==> config.mk <==
export PLATFORM = sky130hd
export DESIGN_NAME = irq_arbiter
export DESIGN_NICKNAME = d
export VERILOG_FILES = /design/src/rtl/irq_pkg.sv /design/src/rtl/irq_gateway.sv /design/src/rtl/irq_arbiter.sv
export SDC_FILE = /design/constraint.sdc
export NUM_CORES = 1
export LEC_CHECK = 0
export CAP_MARGIN = 0
export CORE_MARGIN = 2
export CORE_UTILIZATION = 46
export CTS_CLUSTER_DIAMETER = 120
export DETAILED_ROUTE_END_ITERATION = 10
export HOLD_SLACK_MARGIN = 0.12
export PLACE_DENSITY = 0.78
export RECOVER_POWER = 100
export SYNTH_ARGS = -nofsm -noshare
export SYNTH_HDL_FRONTEND = slang
export SYNTH_SLANG_ARGS = --single-unit
==> constraint.sdc <==
create_clock -name clk -period 2 [get_ports clk]
set_input_delay 0.4 -clock clk [delete_from_list [all_inputs] [get_ports clk]]
set_output_delay 0.4 -clock clk [all_outputs]
set_load 0.01 [all_outputs]
==> src/rtl/irq_pkg.sv <==
// Shared definitions for the interrupt arbiter.
// - gw_state_t: lifecycle of one interrupt source inside its gateway.
// - REG_*: word-aligned byte offsets of the software-visible registers.
// - ID_W: width of a source ID. ID 0 means "no source", and source i has ID i+1.
package irq_pkg;

  localparam int ID_W = 5;

  localparam logic [3:0] REG_PENDING = 4'h0;
  localparam logic [3:0] REG_ENABLE  = 4'h4;
  localparam logic [3:0] REG_TRIGGER = 4'h8;
  localparam logic [3:0] REG_CLAIM   = 4'hC;

  typedef enum logic [1:0] {
    IDLE       = 2'd0,
    PENDING    = 2'd1,
    IN_SERVICE = 2'd2
  } gw_state_t;

endpackage

==> src/rtl/irq_gateway.sv <==
// Per-source interrupt gateway.
// It latches one request and holds it until software claims it. The source
// then stays in service until software completes it. Requests that arrive
// while the source is pending or in service are dropped, because the gateway
// does not count them.
// Ports:
//   clk, rst    clock; synchronous active-high reset
//   src         raw request line, already synchronous to clk
//   edge_mode   1 = rising-edge trigger, 0 = level trigger
//   claim       one-cycle pulse: the arbiter picked this source on a claim read
//   complete    one-cycle pulse: software wrote this source's ID to COMPLETE
//   pending     gateway is in PENDING
//   in_service  gateway is in IN_SERVICE
//   state_o     raw FSM state, for observation
module irq_gateway
  import irq_pkg::*;
(
  input  logic      clk,
  input  logic      rst,
  input  logic      src,
  input  logic      edge_mode,
  input  logic      claim,
  input  logic      complete,
  output logic      pending,
  output logic      in_service,
  output gw_state_t state_o
);

  gw_state_t state_q, state_d;
  logic      hist_q, hist_d;
  logic      req;

  always_comb begin
    state_d = state_q;
    // The history flop follows the line every cycle, whatever the state is,
    // so an edge is seen only as a transition after the gateway becomes idle.
    hist_d  = src;
    req     = edge_mode ? (src & ~hist_q) : src;
    unique case (state_q)
      IDLE:       if (req)      state_d = PENDING;
      PENDING:    if (claim)    state_d = IN_SERVICE;
      IN_SERVICE: if (complete) state_d = IDLE;
      default:                  state_d = IDLE;
    endcase
  end

  always_ff @(posedge clk) begin
    if (rst) begin
      state_q <= IDLE;
      hist_q  <= 1'b0;
    end else begin
      state_q <= state_d;
      hist_q  <= hist_d;
    end
  end

  assign pending    = (state_q == PENDING);
  assign in_service = (state_q == IN_SERVICE);
  assign state_o    = state_q;

endmodule

==> src/rtl/irq_arbiter.sv <==
// Interrupt arbiter that sits between the SoC interrupt sources and the single
// external-interrupt input of the CPU.
// Each source has its own gateway. The top level holds the ENABLE and TRIGGER
// registers, the fixed-priority encoder (lowest index wins), the claim and
// complete decode, and the registered ex_interrupt output.
// Register port handshake: a cycle with reg_en=1 is one complete access.
// There is no back-pressure. A read returns its data in reg_rdata on the next
// cycle, and reg_rdata keeps that value until the next read.
// Ports:
//   clk, rst      clock; synchronous active-high reset
//   irq_src       request lines, one per source
//   reg_en        access strobe, one cycle per access
//   reg_we        1 = write, 0 = read
//   reg_addr      byte offset: 0x0 PENDING, 0x4 ENABLE, 0x8 TRIGGER, 0xC CLAIM/COMPLETE
//   reg_wdata     write data
//   reg_rdata     registered read data
//   ex_interrupt  registered request to the CPU
module irq_arbiter
  import irq_pkg::*;
#(
  parameter int N_SRC = 8
) (
  input  logic             clk,
  input  logic             rst,
  input  logic [N_SRC-1:0] irq_src,
  input  logic             reg_en,
  input  logic             reg_we,
  input  logic [3:0]       reg_addr,
  input  logic [31:0]      reg_wdata,
  output logic [31:0]      reg_rdata,
  output logic             ex_interrupt
);

  logic [N_SRC-1:0] enable_q, enable_d;
  logic [N_SRC-1:0] trigger_q, trigger_d;
  logic [31:0]      rdata_q, rdata_d;
  logic             ex_q, ex_d;

  logic [N_SRC-1:0]   pending;
  logic [N_SRC-1:0]   in_service;
  logic [N_SRC-1:0]   claim_vec;
  logic [N_SRC-1:0]   complete_vec;
  logic [N_SRC-1:0]   cand;
  logic [2*N_SRC-1:0] gw_state_dbg;

  logic            rd_strobe;
  logic            wr_strobe;
  logic            claim_rd;
  logic            complete_wr;
  logic [ID_W-1:0] claim_id;
  logic [ID_W-1:0] complete_id;

  assign rd_strobe   = reg_en & ~reg_we;
  assign wr_strobe   = reg_en &  reg_we;
  assign claim_rd    = rd_strobe & (reg_addr == REG_CLAIM);
  assign complete_wr = wr_strobe & (reg_addr == REG_CLAIM);
  assign complete_id = reg_wdata[ID_W-1:0];

  // A masked source can still be pending. It is not a candidate until it is
  // enabled.
  assign cand = pending & enable_q;

  // Fixed priority. The loop scans downward, so the lowest set index writes last and wins.
  always_comb begin
    claim_id = '0;
    for (int i = N_SRC - 1; i >= 0; i--) begin
      if (cand[i]) claim_id = ID_W'(i + 1);
    end
  end

  // Claim and complete pulses to the gateways. A claim that returns ID 0
  // matches no source, so it has no side effects. A complete with an
  // out-of-range ID, or for a source that is not in service, is dropped here.
  always_comb begin
    claim_vec    = '0;
    complete_vec = '0;
    for (int i = 0; i < N_SRC; i++) begin
      claim_vec[i]    = claim_rd & (claim_id == ID_W'(i + 1));
      complete_vec[i] = complete_wr & in_service[i] &
                        (complete_id == ID_W'(i + 1));
    end
  end

  for (genvar g = 0; g < N_SRC; g++) begin : g_gw
    irq_gateway u_gw (
      .clk        (clk),
      .rst        (rst),
      .src        (irq_src[g]),
      .edge_mode  (trigger_q[g]),
      .claim      (claim_vec[g]),
      .complete   (complete_vec[g]),
      .pending    (pending[g]),
      .in_service (in_service[g]),
      .state_o    (gw_state_dbg[2*g +: 2])
    );
  end

  // Register file and read path. The gateways use the registered ENABLE and
  // TRIGGER values, so a write to either register takes effect on the next cycle.
  always_comb begin
    enable_d  = enable_q;
    trigger_d = trigger_q;
    rdata_d   = rdata_q;
    ex_d      = |cand;

    if (wr_strobe) begin
      unique case (reg_addr)
        REG_ENABLE:  enable_d  = reg_wdata[N_SRC-1:0];
        REG_TRIGGER: trigger_d = reg_wdata[N_SRC-1:0];
        default:     ;
      endcase
    end

    if (rd_strobe) begin
      unique case (reg_addr)
        REG_PENDING: rdata_d = 32'(pending);
        REG_ENABLE:  rdata_d = 32'(enable_q);
        REG_TRIGGER: rdata_d = 32'(trigger_q);
        REG_CLAIM:   rdata_d = 32'(claim_id);
        default:     rdata_d = '0;
      endcase
    end
  end

  always_ff @(posedge clk) begin
    if (rst) begin
      enable_q  <= '0;
      trigger_q <= '0;
      rdata_q   <= '0;
      ex_q      <= 1'b0;
    end else begin
      enable_q  <= enable_d;
      trigger_q <= trigger_d;
      rdata_q   <= rdata_d;
      ex_q      <= ex_d;
    end
  end

  assign reg_rdata    = rdata_q;
  assign ex_interrupt = ex_q;

  // The upper write-data bits and the gateway state bus have no consumer
  // inside the arbiter.
  logic unused_bits;
  assign unused_bits = ^{reg_wdata, gw_state_dbg};

endmodule

**Word-level counts from Yosys, hierarchy flattened**

Cells that the tools add are included.

- Register bits: 73
- Input port bits: 48

- Equal/unequal tests: 59
- Muxes and demuxes: 49
- Bitwise logic cells: 46
- Reductions and logical operators: 20

Operators with widths:

| kind | count |
|---|---|
| $mux 2 | 24 |
| $ne 2x1->1 const B | 24 |
| $pmux 2 s3 | 8 |
| $eq 5x3->1 const B | 8 |
| $and 1x1->1 | 36 |
| $mux 5 | 7 |
| $pmux 8 s4 | 1 |
| $reduce_and 3->1 | 8 |
| $eq 5x2->1 const B | 4 |
| $eq 2x1->1 const B | 8 |
| $eq 2x2->1 const B | 8 |
| $logic_not 2->1 | 8 |
| $eq 5x1->1 const B | 2 |
| $eq 5x4->1 const B | 2 |
| $not 1->1 | 9 |
| $and 8x8->8 | 1 |
| $eq 4x4->1 const B | 2 |
| $mux 1 | 8 |
| $reduce_or 8->1 | 1 |
| $eq 4x3->1 const B | 1 |
| $logic_not 4->1 | 1 |
| $mux 4 | 1 |
| $reduce_and 2->1 | 2 |

**Logic depth before layout (Yosys ltp)**

- Word-level depth: 14
- Gate-level depth with buffers: 7

**By module**

Synthesis repeated with hierarchy kept, for this count alone.

- Cells, all modules: 293
- Area total of the unflattened synthesis: 2597.5 sq um

Modules (own cells, without submodules):

| module | times used | cells each | area each (sq um) |
|---|---|---|---|
| irq_arbiter | 1 | 189 | 1636.6 |
| irq_gateway | 8 | 13 | 120.1 |

**Worst setup path before layout**

OpenSTA, ideal clock, no wires.

- Kind: input -> register
- Start point: input port reg_we
- End point: register g_gw[7].u_gw.state_q[0]
- Setup time: 0.130 ns
- Data arrival time: 1.587 ns
- Required time: 1.870 ns
- Path slack: 0.284 ns
- Stages on the path: 6
- Buffers on the path: 1
- Cell sequence: nor4b_2 > buf_4 > nand4_4 > or4_4 > a21oi_2 > nor3_1

- Cells in the longest elaborated chain, start to end: 6

RTL lines:

| item | line | source |
|---|---|---|
| start: declaration | irq_arbiter.sv:27 | `input logic reg_we,` |
| $and 1x1->1 / $not 1->1 (equally long branches) | irq_arbiter.sv:54, irq_arbiter.sv:53 |  |
| $and 1x1->1 (on tied branches) | irq_arbiter.sv:56, irq_arbiter.sv:53 |  |
| $and 1x1->1 (on tied branches) | irq_arbiter.sv:79, irq_arbiter.sv:55 |  |
| $and 1x1->1 (on tied branches) | irq_arbiter.sv:79, irq_arbiter.sv:78 |  |
| $ne 2x1->1 (no source line) | - |  |
| $reduce_and 3->1 (no source line) (*) | - |  |
| end signal: assignment | irq_gateway.sv:52 | `state_q <= state_d;` |
| end: declaration | irq_gateway.sv:29 | `gw_state_t state_q, state_d;` |

Mark *: on every way between the ends. The rest lies on a longest branch, timed or not.
A chain may end at the register's enable or synchronous reset.

**Final worst setup path**

- Start point: input port reg_en
- End point: register enable_q[1]

- Cells in the longest elaborated chain, start to end: 2

RTL lines:

| item | line | source |
|---|---|---|
| start: declaration | irq_arbiter.sv:26 | `input logic reg_en,` |
| $and 1x1->1 | irq_arbiter.sv:54 | `assign wr_strobe = reg_en & reg_we;` |
| $reduce_and 2->1 (no source line) | - |  |
| end signal: assignment | irq_arbiter.sv:132 | `enable_q <= enable_d;` |
| end: declaration | irq_arbiter.sv:34 | `logic [N_SRC-1:0] enable_q, enable_d;` |

Every way passes these cells.

==> results.cfg <==
[logic_synthesis]
ys_ff_latch = 49
synth_cells = 302
synth_edf_count = 0
ys_dominant_reg_cell = dfxtp_1
avgSynthCellArea_um2 = 8.133
yosys_warnings = 0
synth_cell_types = 43
synthArstFlopShare_pct = 0
syn_area_mm2 = 0.002456
ys_seq_area_share_pct = 39.94
yosys-top-cells-area = dfxtp_1 (40%), buf_4 (7.6%), a21oi_1 (6.9%), nand2_1 (5.2%), nor2_1 (3.4%)
synth.largest_area_cell = dfxtp_1
synth.top_cell.area_share_pct = 39.94

[sta]
fin_hold_ws_ns = 0.4723
hold_viol_final = 0
finalCritPeriodShare_pct = 95.41
fin_tns_setup_ns = 0
setup_viol = 0
max_freq_mhz = 524.1
finalMaxSlewViolations = 0
final.setup_skew_ns = 0.01207
finalCriticalPeriod_ns = 1.908

[clocking]
clock-root-buffer = clkbuf_8
clock_sinks = 49
clk_latency_ns = 0.31
htree_levels = 2
hold_buffers = 0
clk_pin_slew_ns = 0.09
cts_tree = built
cts.repair.resized = 0
postCtsSetupBuffers = 0
clk_path_buf_depth = 2
cts_made_buffers = 5

[die]
die_h_um = 77.07
fp.dieW_um = 77.07
rows = 26
pin_count = 81
die-area_mm2 = 0.005940
initial_core_util_pct = 47.78
core_area_mm2 = 0.005140

[worst_setup_path]
required_ns = 2.19
crit_type = input port to flip-flop
start_kind = input port
cp_data_arrival_time_ns = 2.10
cp_cell_sequence = clkdlybuf4s50_1 > nor4bb_1 > buf_4 > buf_4 > nand3b_1 > clkbuf_1 > a21oi_1 > nor2_1
cpMaxStageDelayCell = clkdlybuf4s50_1
worst_setup_path_end_kind = flip-flop
slowest_delay_ns = 0.48
path_common_cell = buf_4
crit_fanout = 10

[routing]
dr.pass1.iters = 4
routedWlPerCell_um = 13.40
num_vias = 2272
drt_iter0_markers = 153
wl_mm = 5.763
drc = 0
via_per_inst = 5.284
ant_nets = 0

[layout]
antenna_cells = 0
nNetsFinal = 407
final_cell_mix = dfxtp_1 (49), nand2_1 (34), a21oi_1 (34)
fillCellCount = 479
design_area_mm2 = 0.003047
layout.cells.non_filler = 430
drive_gt1_share_pct = 11.67
layout_commonest_cell = dfxtp_1
area_growth_pct = 24.04

[global_routing]
grt_pass1_vias = 2064
grt_usage_pct = 20.09
overflow = 0
grt_pass1_wl_mm = 9.722
grt_max_degree = 28
antenna_found_initial = 0

[run_status]
outcome = finished clean

[placed_design]
dp_cells = 422
dpl_cell_area_mm2 = 0.002969
dpl.hpwl_mm = 4.338
place_congestion = 0.8935
port_buffers = 32

[power]
vdd_drop_max_mv = 0.6054
total_power_mw = 1.871
powerDensity_mw_per_mm2 = 614.0
p_leak_nw = 1.220

[worst_hold_path]
holdCritPathClass = flip-flop to flip-flop

[run]
drv_cap = 0
## power breakdown
group / total, mW / switching (mW) / internal, mW
Combinational: 0.236 / 0.126 / 0.111
Sequential: 1.03 / 0.0228 / 1.00
Clock: 0.608 / 0.327 / 0.281
Total: 1.87 / 0.476 / 1.40
## cell type report
type                            instances  area, µm²  share of cell area, %
Tap cell                               70      87.58                  2.875
Timing Repair Buffer                   65      556.8                  18.28
Sequential cell                        49      980.9                  32.20
Clock buffer                            6      82.58                  2.710
Multi-Input combinational cell        230       1295                  42.51
Inverter                                8      30.03                 0.9856
Clock inverter                          2      13.76                 0.4517
## critical path, delay by kind of cell
kind | cells | cell delay [ns]
AOI/OAI and AO/OA | 1 | 0.20
and+or+nand+nor | 3 | 0.49
buffers and inverters | 4 | 1.00
## through the flow
stage | setup WS [ns] | utilization (%)
final | 0.09180 | 59.27
after global routing | -0.004035 | 59.27
after CTS | 0.02268 | 59.64
after detailed placement | -0.2986 | 57.77
after global placement | -0.2153 | 57.77
after floorplan | 0.2837 | -
## worst paths after layout
| path | slack, ns | from | to | depth (start not counted) |
|---|---|---|---|---|
| setup reg to reg | 0.25 | g_gw[5].u_gw.state_o[1] | g_gw[7].u_gw.state_o[0] | 5 |
| hold / removal | 0.47 | g_gw[6].u_gw.state_o[1] | g_gw[6].u_gw.state_o[0] | 1 |
| setup / recovery | 0.09 | reg_en | enable_q[1] | 8 |
| hold reg to reg | 0.47 | g_gw[6].u_gw.state_o[1] | g_gw[6].u_gw.state_o[0] | 1 |
## cells in the mapped netlist, drive strengths merged (3+ instances only)
cell type / n
a31oi: 3
nand3b: 10
o311ai: 4
nand2: 34
nand3: 14
a211oi: 4
nor3: 8
buf: 29
clkbuf: 9
mux2i: 6
and3: 4
and3b: 4
nor3b: 7
nor2: 22
inv: 8
nor2b: 11
a21oi: 35
dfxtp: 49
o21ai: 13
a22oi: 6
## routing by layer
| metal | track usage (%) | wire length, µm |
|---|---|---|
| met5 | 0 | 0 |
| met4 | 5.893 | 110 |
| met3 | 3.765 | 291 |
| met2 | 33.68 | 2777 |
| met1 | 26.38 | 2583 |
## flip-flops by register name, indices dropped and copies added, names as in the netlist
name / count
g_gw.u_gw.state_o: 16
enable_q: 8
g_gw.u_gw.hist_q: 8
reg_rdata: 8
trigger_q: 8
ex_interrupt: 1
## logic make-up after synthesis
kind of cell           after synthesis  share of synthesized area (%)
DFF                                 49                          39.94
and+or+nand+nor                    128                          28.83
buffers and inverters               46                          11.05
other                                1                         0.1527
muxes                                6                          2.445
AOI/OAI and AO/OA                   72                          17.58
Note: power is estimated with default switching activity, not from simulation.
